**src/rtl/sram_bist_pkg.sv**
```systemverilog
`default_nettype none
// +----------------------------------------------------------------------------+
// | Module      : sram_bist_pkg                                                |
// | Description : Shared types and constants for the SRAM BIST sequencer:      |
// |               FSM state encoding, march phase codes and the default        |
// |               pattern seed.                                                |
// | Ports       : none (package)                                               |
// | Revision    : 1.0  initial release                                         |
// +----------------------------------------------------------------------------+
package sram_bist_pkg;

   typedef enum logic [2:0] {
      ST_IDLE  = 3'd0,
      ST_ISSUE = 3'd1,
      ST_GAP   = 3'd2,
      ST_WAIT  = 3'd3,
      ST_DONE  = 3'd4
   } state_e;

   // Bit 0 of a phase code means "read", bit 1 means "inverted pattern".
   localparam logic [1:0] PH_W0 = 2'd0;
   localparam logic [1:0] PH_R0 = 2'd1;
   localparam logic [1:0] PH_W1 = 2'd2;
   localparam logic [1:0] PH_R1 = 2'd3;

   localparam logic [15:0] DEFAULT_SEED = 16'hA5C3;

endpackage : sram_bist_pkg
`default_nettype wire

```
**src/rtl/sram_bist_addr_gen.sv**
```systemverilog
`default_nettype none
// +----------------------------------------------------------------------------+
// | Module      : sram_bist_addr_gen                                           |
// | Description : Address/phase counters for the BIST march. Holds the         |
// |               request address, rw and write data registers so they stay    |
// |               stable across a whole access, and produces the expected      |
// |               read value for the current address/phase.                     |
// | Ports       : clk, reset_n   - clock, async active-low reset              |
// |               clear_i        - restart at address 0, phase PH_W0          |
// |               advance_i      - step to the next address (wraps phase)     |
// |               addr_o, rw_o, wdata_o - registered request fields           |
// |               phase_o        - current march phase                         |
// |               last_o         - current address equals LAST_ADDR            |
// |               expect_o       - value a read of addr_o should return        |
// | Revision    : 1.0  initial release                                         |
// +----------------------------------------------------------------------------+
module sram_bist_addr_gen
   import sram_bist_pkg::*;
#(
   parameter int unsigned        ADDR_W    = 18,
   parameter int unsigned        DATA_W    = 16,
   parameter logic [ADDR_W-1:0]  LAST_ADDR = 18'h3FFFF,
   parameter logic [DATA_W-1:0]  SEED      = DEFAULT_SEED
)(
   input  logic              clk,
   input  logic              reset_n,
   input  logic              clear_i,
   input  logic              advance_i,
   output logic [ADDR_W-1:0] addr_o,
   output logic              rw_o,
   output logic [DATA_W-1:0] wdata_o,
   output logic [1:0]        phase_o,
   output logic              last_o,
   output logic [DATA_W-1:0] expect_o
);

   logic [ADDR_W-1:0] addr_q, addr_d;
   logic [1:0]        phase_q, phase_d;
   logic              rw_q;
   logic [DATA_W-1:0] wdata_q;
   logic [DATA_W-1:0] addr_cur_ext;
   logic [DATA_W-1:0] addr_nxt_ext;
   logic              last;

   // Fit the address onto the data width for pattern generation.
   generate
      if (ADDR_W >= DATA_W) begin : g_addr_trunc
         assign addr_cur_ext = addr_q[DATA_W-1:0];
         assign addr_nxt_ext = addr_d[DATA_W-1:0];
      end else begin : g_addr_zext
         assign addr_cur_ext = {{(DATA_W-ADDR_W){1'b0}}, addr_q};
         assign addr_nxt_ext = {{(DATA_W-ADDR_W){1'b0}}, addr_d};
      end
   endgenerate

   function automatic logic [DATA_W-1:0] pattern(input logic [DATA_W-1:0] a,
                                                 input logic              invert);
      logic [DATA_W-1:0] p;
      p = a ^ SEED;
      return invert ? ~p : p;
   endfunction

   assign last = (addr_q == LAST_ADDR);

   always_comb begin
      addr_d  = addr_q;
      phase_d = phase_q;
      if (clear_i) begin
         addr_d  = '0;
         phase_d = PH_W0;
      end else if (advance_i) begin
         if (last) begin
            addr_d  = '0;
            phase_d = phase_q + 2'd1;
         end else begin
            addr_d  = addr_q + 1'b1;
         end
      end
   end

   // Request fields are loaded from the next-state view so they are already
   // valid in the first ISSUE cycle and held until the next advance.
   always_ff @(posedge clk or negedge reset_n) begin
      if (!reset_n) begin
         addr_q  <= '0;
         phase_q <= PH_W0;
         rw_q    <= 1'b1;
         wdata_q <= '0;
      end else if (clear_i || advance_i) begin
         addr_q  <= addr_d;
         phase_q <= phase_d;
         rw_q    <= phase_d[0];
         wdata_q <= phase_d[0] ? '0 : pattern(addr_nxt_ext, phase_d[1]);
      end
   end

   assign addr_o   = addr_q;
   assign rw_o     = rw_q;
   assign wdata_o  = wdata_q;
   assign phase_o  = phase_q;
   assign last_o   = last;
   assign expect_o = pattern(addr_cur_ext, phase_q[1]);

endmodule : sram_bist_addr_gen
`default_nettype wire

```
**src/rtl/sram_bist_seq.sv**
```systemverilog
`default_nettype none
// +----------------------------------------------------------------------------+
// | Module      : sram_bist_seq                                                |
// | Description : Built-in self-test sequencer acting as the client of the     |
// |               SRAM controller. Runs a four-pass march (W P, R P, W ~P,     |
// |               R ~P) over 0..LAST_ADDR and reports pass/fail, the first     |
// |               failing address/data and a saturating error count.           |
// | Ports       : clk, reset_n        - clock, async active-low reset          |
// |               start               - level-sampled run request              |
// |               ready, data_s2f     - controller status and read data        |
// |               mem, rw, addr, data_f2s - controller request interface       |
// |               busy, done, pass    - run status                             |
// |               fail_addr, fail_data, err_count - failure report             |
// | Revision    : 1.0  initial release                                         |
// +----------------------------------------------------------------------------+
module sram_bist_seq
   import sram_bist_pkg::*;
#(
   parameter int unsigned        ADDR_W    = 18,
   parameter int unsigned        DATA_W    = 16,
   parameter logic [ADDR_W-1:0]  LAST_ADDR = 18'h3FFFF,
   parameter logic [DATA_W-1:0]  SEED      = DEFAULT_SEED,
   parameter int unsigned        ERR_W     = 16
)(
   input  logic              clk,
   input  logic              reset_n,
   input  logic              start,
   input  logic              ready,
   input  logic [DATA_W-1:0] data_s2f,
   output logic              mem,
   output logic              rw,
   output logic [ADDR_W-1:0] addr,
   output logic [DATA_W-1:0] data_f2s,
   output logic              busy,
   output logic              done,
   output logic              pass,
   output logic [ADDR_W-1:0] fail_addr,
   output logic [DATA_W-1:0] fail_data,
   output logic [ERR_W-1:0]  err_count
);

   state_e            state_q;
   logic              busy_q;
   logic              done_q;
   logic              pass_q;
   logic [ADDR_W-1:0] fail_addr_q;
   logic [DATA_W-1:0] fail_data_q;
   logic [ERR_W-1:0]  err_count_q;

   logic              gen_clear;
   logic              gen_advance;
   logic [1:0]        phase;
   logic              last;
   logic [DATA_W-1:0] expect_data;
   logic              miscompare;
   logic              run_end;

   assign gen_clear   = ((state_q == ST_IDLE) || (state_q == ST_DONE)) && start;
   assign gen_advance = (state_q == ST_WAIT) && ready;

   sram_bist_addr_gen #(
      .ADDR_W    (ADDR_W),
      .DATA_W    (DATA_W),
      .LAST_ADDR (LAST_ADDR),
      .SEED      (SEED)
   ) u_addr_gen (
      .clk       (clk),
      .reset_n   (reset_n),
      .clear_i   (gen_clear),
      .advance_i (gen_advance),
      .addr_o    (addr),
      .rw_o      (rw),
      .wdata_o   (data_f2s),
      .phase_o   (phase),
      .last_o    (last),
      .expect_o  (expect_data)
   );

   // Only read phases (odd codes) are compared.
   assign miscompare = phase[0] && (data_s2f != expect_data);
   assign run_end    = last && (phase == PH_R1);

   // The strobe must coincide with the cycle in which ready is seen high,
   // so it is qualified directly by ready rather than delayed a cycle.
   assign mem = (state_q == ST_ISSUE) && ready;

   always_ff @(posedge clk or negedge reset_n) begin
      if (!reset_n) begin
         state_q     <= ST_IDLE;
         busy_q      <= 1'b0;
         done_q      <= 1'b0;
         pass_q      <= 1'b0;
         fail_addr_q <= '0;
         fail_data_q <= '0;
         err_count_q <= '0;
      end else begin
         case (state_q)
            ST_IDLE, ST_DONE: begin
               if (start) begin
                  busy_q      <= 1'b1;
                  done_q      <= 1'b0;
                  pass_q      <= 1'b0;
                  fail_addr_q <= '0;
                  fail_data_q <= '0;
                  err_count_q <= '0;
                  state_q     <= ST_ISSUE;
               end
            end
            ST_ISSUE: begin
               if (ready) state_q <= ST_GAP;
            end
            ST_GAP: begin
               // Controller is latching the request; its ready is not yet meaningful.
               state_q <= ST_WAIT;
            end
            ST_WAIT: begin
               if (ready) begin
                  if (miscompare) begin
                     if (err_count_q != {ERR_W{1'b1}}) err_count_q <= err_count_q + 1'b1;
                     if (err_count_q == '0) begin
                        fail_addr_q <= addr;
                        fail_data_q <= data_s2f;
                     end
                  end
                  if (run_end) begin
                     busy_q  <= 1'b0;
                     done_q  <= 1'b1;
                     pass_q  <= (err_count_q == '0) && !miscompare;
                     state_q <= ST_DONE;
                  end else begin
                     state_q <= ST_ISSUE;
                  end
               end
            end
            default: state_q <= ST_IDLE;
         endcase
      end
   end

   assign busy      = busy_q;
   assign done      = done_q;
   assign pass      = pass_q;
   assign fail_addr = fail_addr_q;
   assign fail_data = fail_data_q;
   assign err_count = err_count_q;

endmodule : sram_bist_seq
`default_nettype wire
```
**config.mk**
```make
export PLATFORM = sky130hd
export DESIGN_NAME = sram_bist_seq
export DESIGN_NICKNAME = d
export VERILOG_FILES = /design/src/rtl/sram_bist_pkg.sv /design/src/rtl/sram_bist_addr_gen.sv /design/src/rtl/sram_bist_seq.sv
export SDC_FILE = /design/constraint.sdc
export NUM_CORES = 1
export LEC_CHECK = 0
export CORE_UTILIZATION = 45
export CTS_CLUSTER_DIAMETER = 80
export DETAILED_ROUTE_END_ITERATION = 10
export PLACE_DENSITY = 0.87
export SYNTH_ARGS = -nofsm -noshare
export SYNTH_HDL_FRONTEND = slang
export SYNTH_SLANG_ARGS = --single-unit
export TNS_END_PERCENT = 20
```
**constraint.sdc**
```tcl
create_clock -name clk -period 2.35 [get_ports clk]
set_input_delay 0.705 -clock clk [delete_from_list [all_inputs] [get_ports clk]]
set_output_delay 0.705 -clock clk [all_outputs]
set_load 0.01 [all_outputs]
```
[Word level (Yosys, flattened, before mapping)]
Cells that the tools add are included.
Cells by class
  add/subtract/negate cells: 3
  reductions and logical operators: 19
  equal/unequal tests: 15
  multiplexer cells: 39
  bitwise operators: 4
Operators by type and width (number)
  two-way mux 16 bit: 10
  two-way mux 18 bit: 7
  one-hot mux 16 bit (2 select lines): 2
  one-hot mux 18 bit (2 select lines): 1
  inverter 16 bit: 2
  adder 18 x 1 -> 18 bit (second input constant): 1
  equality test 18 bit (second input constant): 1
  adder 16 x 1 -> 16 bit (second input constant): 1
  zero test 16 bit: 1
  != test 16 bit: 1
  != test 16 bit (second input constant): 1
  inverter 8 bit: 2
  two-way mux 3 bit: 4
  one-hot mux 3 bit (4 select lines): 1
  != test 2 bit (second input constant): 5
  AND reduction 5 bit: 2
  two-way mux 1 bit: 8
  equality test 3 x 2 -> 1 bit (second input constant): 2
  logical AND 1 bit: 6
  two-way mux 2 bit: 3
  one-hot mux 1 bit (2 select lines): 3
  != test 2 x 1 -> 1 bit (second input constant): 2
  AND reduction 4 bit: 1
  nonzero test 2 bit: 2
  10 further kinds: 11
Word-level totals
  logic and storage cells: 92
  output and inout bits: 89
  register bits: 93
  input port bits: 20

[Logic depth before layout (Yosys ltp)]
Gate-level depths: netlist of run 1.
  word-level depth: 10
  gate-level depth with buffers: 9
  mapped depth without buffers: 8

[Hierarchy]
Synthesis of run 1 repeated with hierarchy kept, for this count alone.
Unflattened totals
  cell total of the unflattened synthesis: 468
  area, all modules: 4865.9 sq um
By module, submodules not included
  sram_bist_seq: seq. area each 1401.3 sq um, instances 1, cells each 242, area each 2743.9 sq um
  sram_bist_addr_gen: seq. area each 927.1 sq um, instances 1, cells each 226, area each 2122.0 sq um

[Worst setup path after synthesis of run 1]
OpenSTA, ideal clock, no wires.
  path type: reg2reg
  start point: register u_addr_gen.addr_q[4], in the netlist u_addr_gen.addr_o[4]
  end point: register u_addr_gen.wdata_q[0], in the netlist u_addr_gen.wdata_o[0]
  stages on the path, launching flop included: 10
  slack: -0.207 ns
  setup time: 0.123 ns
  arrival time: 2.435 ns
  data required time: 2.227 ns
  cells stage by stage: dfrtp_1 -> buf_2 -> nand4_2 -> or4_1 -> buf_2 -> nor2_8 -> mux2i_2 -> buf_6 -> xor2_1 -> o21ai_1
Between the ends
  longest elaborated chain between the ends: 8
  elaborated cells between the ends (all ways): 11
  classes of those cells: eq/ne (1); mux (8); bitwise (2)
Ends and longest elaborated chain
  start: declaration: line sram_bist_addr_gen.sv:37  | logic [ADDR_W-1:0] addr_q, addr_d;
  start signal: assignment: line sram_bist_addr_gen.sv:90  | addr_q <= addr_d;
  equality test 18 bit (*): line sram_bist_addr_gen.sv:63  | assign last = (addr_q == LAST_ADDR);
  two-way mux 18 bit: line sram_bist_addr_gen.sv:72  | if (last) begin
  two-way mux 18 bit: line sram_bist_addr_gen.sv:71  | end else if (advance_i) begin
  two-way mux 18 bit: line sram_bist_addr_gen.sv:68  | if (clear_i) begin
  inverter 8 bit (no source line)
  inverter 16 bit: line sram_bist_addr_gen.sv:60  | return invert ? ~p : p;
  two-way mux 16 bit: line sram_bist_addr_gen.sv:60
  two-way mux 16 bit (*): line sram_bist_addr_gen.sv:93  | wdata_q <= phase_d[0] ? '0 : pattern(addr_nxt_ext, phase_d[1]);
  end signal: assignment: line sram_bist_addr_gen.sv:93
  end: declaration: line sram_bist_addr_gen.sv:40  | logic [DATA_W-1:0] wdata_q;
Mark *: on every way between the ends. The rest lies on a longest branch, timed or not. The select of a mux whose other input is x is not followed.
A chain may end at the register's enable or synchronous reset.

[Final worst setup path of run 1]
  start point: register u_addr_gen.addr_q[2], in the netlist u_addr_gen.addr_o[2]
  end point: output port addr[2]
RTL lines
  end: declaration: line sram_bist_seq.sv:32  | output logic [ADDR_W-1:0] addr,
No word-level cell between the ends.

==> results of run 1 <==
[critical path, delay by kind of cell, from the launching register on]
kind / cells / cell delay, ns
buffers and inverters: 2 / 0.75
DFF: 1 / 0.53
[timing repair]
action / 4_1_cts / 5_1_grt
endpoints found under the hold margin: 0 / 0
hold buffers: 0 / 0
gates resized for setup: 26 / 32
pin swaps: 6 / 8
endpoints found under the setup margin: 68 / 66
[stage by stage]
stage	cell area [sq um]	instances	setup TNS [ns]
after CTS	6680	755	0
after global placement	6400	739	-42.50
after floorplan	4730	455	-2.95
final	6780	755	0
after global routing	6780	755	-0.0521
after detailed placement	6400	739	-43.84
[cells in the final DEF (no fill, tap or decap), types with 6 or more instances in the layout]
| cell | n |
|---|---|
| nand3_1 | 15 |
| xor2_1 | 19 |
| inv_1 | 7 |
| o21ai_0 | 26 |
| clkbuf_8 | 10 |
| nor3_1 | 8 |
| dfrtp_1 | 90 |
| a22o_1 | 34 |
| a31oi_1 | 11 |
| clkdlybuf4s50_1 | 89 |
| nand2_1 | 45 |
| xnor2_1 | 21 |
| xnor2_2 | 7 |
| a21oi_1 | 6 |
| nand4_1 | 10 |
| nor2_1 | 28 |
| buf_4 | 72 |
| dlygate4sd2_1 | 9 |
[final cells by class]
cell class | count | area [sq um]
fill | 764 | 3130
multi-input combinational | 322 | 2340
sequential | 93 | 2330
timing repair buffer | 184 | 1690
tap | 133 | 166
clock buffer | 10 | 138
clock inverter | 6 | 92.6
inverter | 7 | 26.3
[synthesized netlist by cell type, types with 2 or more instances]
| cell type | instances |
|---|---|
| xor2_1 | 20 |
| o21ai_1 | 4 |
| o22a_1 | 2 |
| o22ai_1 | 4 |
| mux2_2 | 2 |
| a31o_2 | 2 |
| or4_1 | 2 |
| a21oi_1 | 6 |
| nand4_1 | 10 |
| a32o_1 | 2 |
| ha_1 | 4 |
| o21a_1 | 3 |
| o31ai_1 | 2 |
| dfrtp_1 | 92 |
| xnor2_1 | 27 |
| a41oi_1 | 3 |
| nand2_1 | 45 |
| and4_1 | 2 |
| buf_2 | 19 |
| nor3b_1 | 2 |
| mux2i_1 | 5 |
| a31oi_1 | 11 |
| buf_1 | 2 |
| or3_1 | 4 |
| o41ai_1 | 3 |
| nand3_1 | 17 |
| nor2b_1 | 2 |
| o21ai_0 | 26 |
| nor3_1 | 8 |
| clkbuf_1 | 10 |
| a22o_1 | 34 |
| and3_1 | 7 |
| o311ai_0 | 2 |
| and2_1 | 2 |
| nor2_1 | 29 |
| nor4_1 | 7 |
| inv_1 | 7 |
[worst paths after layout]
path                                       start                      to  cells after the start
max reg2reg                 u_addr_gen.addr_o[3]  u_addr_gen.wdata_o[11]                      8
max in group asynchronous                reset_n   u_addr_gen.addr_o[16]                      2
max                         u_addr_gen.addr_o[2]                 addr[2]                      2
min                                      reset_n           err_count[12]                      1
min reg2reg                u_addr_gen.wdata_o[6]   u_addr_gen.wdata_o[6]                      2
min in group clk           u_addr_gen.wdata_o[6]   u_addr_gen.wdata_o[6]                      2
[power groups by stage]
stage | Combinational [mW] | Clock [mW] | Sequential [mW]
2_1_floorplan | 0.902 | 0 | 2.11
3_3_place_gp | 1.93 | 0 | 2.06
3_5_place_dp | 1.98 | 0 | 2.07
4_1_cts | 2.03 | 1.24 | 2.05
5_1_grt | 2.24 | 1.30 | 2.08
6_report | 2.06 | 1.23 | 2.06
[routing by layer]
metal | track usage [%] | wire length (um) | up-vias
met5 | 0 | 0 | -
met4 | 9.80 | 228 | 0
met3 | 2.96 | 789 | 25
met2 | 41.9 | 6720 | 193
met1 | 38.3 | 6340 | 2150
li1 | - | - | 1985
[kinds of logic (layout without fill, tap and decap cells)]
group           after synthesis  after routing  share of synthesized area (%)
flops                        93             93                           49.9
simple gates                149            149                           16.8
compound gates              113            113                           17.3
mux                           8              8                           1.85
xor+xnor                     48             48                           9.17
fa+ha+maj                     4              4                           1.07
buf+inv                      40            207                           3.91
[state kept, by name, summed over array words and instances (netlist names)]
signal / cells
busy: 1
done: 1
err_count: 16
fail_addr: 18
fail_data: 16
pass: 1
state_q: 3
u_addr_gen.addr_o: 18
u_addr_gen.phase_o: 2
u_addr_gen.rw_o: 1
u_addr_gen.wdata_o: 16
==> flow_metrics.py, run 1 <==
metrics = {
    "die": {
        "num_rows": 36,
        "core_area_sq_mm": 0.00991,
        "die_h_um": 104,
        "initial_core_util_pct": 47.1,
        "io_pins": 109,
        "die_w_um": 104,
        "dieArea_sq_mm": 0.0108,
    },
    "global_routing": {
        "overflow": 0,
        "grt_pass1_wl_mm": 22.9,
        "grt_pass1_vias": 4255,
        "antenna_found_initial": 0,
        "grtUsageTotal_pct": 26.7,
        "grt_start_max_net_pins": 35,
    },
    "clock_tree": {
        "cts_root_buf": "clkbuf_8",
        "clock-sinks": 93,
        "postCtsSetupRepairBufs": 0,
        "cts_made_buffers": 9,
        "path_clk_slew_ns": 0.09,
        "cts_buffer_depth": 2,
        "htreeDepth": 3,
        "clk_latency_ns": 0.36,
        "tritoncts": "built",
    },
    "synthesis": {
        "yosys_register_bits": 93,
        "synthesis.nets": 479,
        "async_flop_share_pct": 100,
        "synth_top_area_share_pct": 49.3,
        "synthFlopType": "dfrtp_1",
        "ys_seq_area_share_pct": 49.9,
        "syn_inst": 455,
        "synth_area_leader_cell": "dfrtp_1",
        "yosysUniqueCellTypes": 63,
        "synth_area_sq_mm": 0.00467,
        "synth_edf_count": 0,
        "synth.area.top_cells": "dfrtp_1 49%, a22o_1 6.4%, xnor2_1 5.1%, xor2_1 3.8%, nand2_1 3.6%",
        "ys_warn_count": 0,
        "syn_area_per_cell_sq_um": 10.3,
    },
    "pwr": {
        "ir_drop_v": 0.000587,
        "p_sw_share_pct": 34.9,
        "pwr-share-comb_pct": 38.5,
        "total_leakage_power_nw": 3.02,
        "p_switching_mw": 1.86,
        "clkPwrFrac_pct": 23.0,
        "power.total_mw": 5.35,
        "intPower_mw": 3.49,
        "p_per_area_mw_per_mm2": 789,
        "seqPwrFrac_pct": 38.5,
    },
    "drt": {
        "vias_per_cell": 5.77,
        "drcViolationCount": 0,
        "wl_per_cell_um": 18.6,
        "antenna_left": 0,
        "drt_iter0_drc": 422,
        "drt-pass1-iter-count": 5,
        "routed_wl_mm": 14.1,
        "dr_total_vias": 4353,
    },
    "timing": {
        "slew-limit-headroom_pct": 72.5,
        "rsz0062_at_grt": "yes",
        "period_share_pct": 99.5,
        "fmax_mhz": 428,
        "worst_slew_pin_slew_ns": 0.413,
        "setup_viol": 0,
        "hold_viol_final": 0,
        "worst_slack_ns": 0.0128,
        "drv_slew": 0,
        "hold_ws_ns": 0.264,
        "finalCriticalPeriod_ns": 2.34,
        "worst_clock_skew_ns": 0.0122,
    },
    "final_layout": {
        "antennaDiodeCount": 0,
        "area_growth_pct": 45.3,
        "nNetsFinal": 641,
        "fin_util_pct": 68.4,
        "drive_gt1_share_pct": 22.3,
    },
    "worst_hold_path": {
        "hold_path_class": "in -> async",
    },
    "critical_path": {
        "worstPathMaxFanout": 5,
        "critical_path_arrival_ns": 1.63,
        "cp_cell_sequence": "buf_4 > clkdlybuf4s50_1",
        "slowest_stage": "clkdlybuf4s50_1",
        "cp-start-kind": "register",
        "cp-end-kind": "output port",
        "r2r_setup_slack_ns": 0.06,
        "critPathRequiredTime_ns": 1.64,
        "worstSetupPathType": "reg -> out",
        "cpPeakStageDelay_ns": 0.55,
    },
    "placement": {
        "hpwl_mm": 10.3,
        "dp_slack_ns": -0.679,
        "io_buffer_count": 108,
        "place_congestion": 0.970,
    },
    "flow_run": {
        "cap_viol_max_count": 0,
    },
    "run_status": {
        "outcome": "complete, no violations",
    },
}
No activity file was read; power rests on OpenSTA's default activity.
==> run 2: changes to the inputs <==
- CORE_UTILIZATION: 45 -> 46
- PLACE_DENSITY: 0.87 -> 0.88
- SKIP_CTS_REPAIR_TIMING: not set -> 1
- SYNTH_HIERARCHICAL: not set -> 1
==> flow_metrics.py, run 2 <==
metrics = {
    "clock_tree": {
        "cts_buffer_depth": 2,
        "path_clk_slew_ns": 0.10,
        "clock-sinks": 93,
        "tritoncts": "built",
        "clk_latency_ns": 0.36,
        "htreeDepth": 3,
        "cts_root_buf": "clkbuf_8",
        "cts_made_buffers": 9,
    },
    "critical_path": {
        "critPathRequiredTime_ns": 2.64,
        "worstPathMaxFanout": 17,
        "worstSetupPathType": "in -> reg",
        "critical_path_arrival_ns": 2.77,
        "cp-start-kind": "input pin",
        "cp-end-kind": "register",
    },
    "final_layout": {
        "layout_commonest_cell": "clkdlybuf4s50_1",
        "area_growth_pct": 45.7,
        "antennaDiodeCount": 0,
        "fin_area_sq_mm": 0.00709,
        "nNetsFinal": 660,
        "fin_util_pct": 69.0,
        "layout_common_cells": "100 x clkdlybuf4s50_1, 88 x dfrtp_1, 73 x buf_4",
        "drive_gt1_share_pct": 23.5,
    },
    "die": {
        "dieArea_sq_mm": 0.0110,
        "io_pins": 109,
        "die_w_um": 105,
        "num_rows": 37,
        "initial_core_util_pct": 47.3,
        "die_h_um": 105,
        "core_area_sq_mm": 0.0103,
    },
    "synthesis": {
        "ys_seq_area_share_pct": 47.9,
        "ys_top_cells_by_count": "92 x dfrtp_1, 39 x nand2_1, 34 x a32o_1",
        "syn_inst": 468,
        "yosys_register_bits": 93,
        "synth_edf_count": 0,
        "yosysMostFrequentCell": "dfrtp_1",
        "syn_area_per_cell_sq_um": 10.4,
        "synth.area.top_cells": "dfrtp_1 47%, a32o_1 7.0%, xnor2_1 5.9%, xor2_1 3.2%, nand2_1 3.0%",
        "synthFlopType": "dfrtp_1",
        "async_flop_share_pct": 100,
        "synth_top_area_share_pct": 47.3,
        "synth_area_sq_mm": 0.00487,
        "synth_area_leader_cell": "dfrtp_1",
        "yosysUniqueCellTypes": 61,
        "synthesis.nets": 491,
        "ys_warn_count": 6,
    },
    "drt": {
        "dr_total_vias": 4826,
        "wl_per_cell_um": 21.0,
        "drcViolationCount": 0,
        "drt_iter0_drc": 472,
        "antenna_left": 0,
        "vias_per_cell": 6.20,
        "drt-pass1-iter-count": 5,
        "routed_wl_mm": 16.4,
    },
    "timing": {
        "hold_viol_final": 0,
        "fmax_mhz": 404,
        "hold_ws_ns": 0.298,
        "period_share_pct": 105,
        "setup_viol": 50,
        "worst_slack_ns": -0.124,
        "tns_ns": -4.09,
        "worst_slew_pin_slew_ns": 0.581,
        "worst_clock_skew_ns": 0.0119,
        "finalCriticalPeriod_ns": 2.47,
        "rsz0062_at_grt": "yes",
        "drv_slew": 0,
        "slew-limit-headroom_pct": 61.3,
    },
    "placement": {
        "placed_cell_area_sq_mm": 0.00655,
        "hpwl_mm": 11.1,
        "io_buffer_count": 108,
        "place_congestion": 0.947,
    },
    "pwr": {
        "intPower_mw": 3.42,
        "total_leakage_power_nw": 3.06,
        "p_per_area_mw_per_mm2": 728,
        "p_sw_share_pct": 33.8,
        "p_switching_mw": 1.74,
        "pwr-share-comb_pct": 36.1,
        "power.total_mw": 5.16,
        "clkPwrFrac_pct": 26.1,
        "seqPwrFrac_pct": 37.8,
        "ir_drop_v": 0.000437,
    },
    "global_routing": {
        "overflow": 0,
        "grtUsageTotal_pct": 28.2,
        "grt_pass1_wl_mm": 24.3,
        "grt_pass1_vias": 4510,
        "antenna_found_initial": 0,
        "grt_start_max_net_pins": 40,
    },
    "run_status": {
        "outcome": "complete, but fails checks",
        "violations": "negative setup slack",
    },
    "worst_hold_path": {
        "hold_path_class": "in -> async",
    },
    "flow_run": {
        "cap_viol_max_count": 0,
    },
}
[run 2: worst paths after layout]
check	from	end	slack (ns)	cells after the start
setup / recovery	data_s2f[14]	fail_addr[6]	-0.12	7
hold / removal	reset_n	fail_addr[14]	0.30	1
setup reg to reg	u_addr_gen/phase_o[1]	fail_addr[6]	-0.11	8
hold reg to reg	done	done	0.50	2
max in group asynchronous	reset_n	u_addr_gen/rw_o	1.46	2
min in group clk	done	done	0.50	2
[run 2: power by group through the flow]
stage	Clock, mW	Combinational (mW)	Sequential (mW)
after global placement	0	1.70	1.96
after floorplan	0	0.766	2.03
after global routing	1.42	2.00	1.97
final	1.35	1.87	1.95
after detailed placement	0	1.75	1.97
after CTS	1.35	1.76	1.94
[run 2: cells by family after synthesis]
kind of cell,count (synthesis),synth area share (%)
flip-flops,93,47.9
AO/OA/AOI/OAI,119,18.9
adder cells (fa/ha/maj),3,0.771
multiplexers,9,1.93
AND/OR/NAND/NOR,149,16.7
buffers and inverters,44,4.63
XOR/XNOR,51,9.18
[run 2: worst max-delay path, stage by stage]
cell and delay, ns:
clkdlybuf4s50_1 0.47, xnor2_1 0.25, nand4_1 0.21, o41ai_4 0.50
or3_4 0.25, clkbuf_16 0.19, a32o_1 0.17
[run 2: stage by stage]
step	std cells	setup WS, ns
3_5_place_dp	755	-0.617
4_1_cts	771	-0.528
6_report	778	-0.124
5_1_grt	778	-0.198
3_3_place_gp	755	-0.585
2_1_floorplan	468	-0.00905
[run 2: cell type report]
type / count / area (sq um)
Tap cell: 136 / 170
Multi-Input combinational cell: 332 / 2490
Sequential cell: 93 / 2330
Inverter: 13 / 48.8
Timing Repair Buffer: 188 / 1790
Clock buffer: 11 / 151
Clock inverter: 5 / 106
Fill cell: 736 / 3190
[run 2: routing by layer]
layer | wire length, um | GRT usage [%] | up-vias
li1 | - | - | 2078
met1 | 6650 | 39.5 | 2384
met2 | 8020 | 44.6 | 316
met3 | 1250 | 4.18 | 48
met4 | 448 | 9.96 | 0
met5 | 0 | 0 | -
==> run 3: changes to the inputs <==
- SLEW_MARGIN: not set -> 20
==> results of run 3 <==
No change in the layout: final DEF, timing and power equal those of run 2.
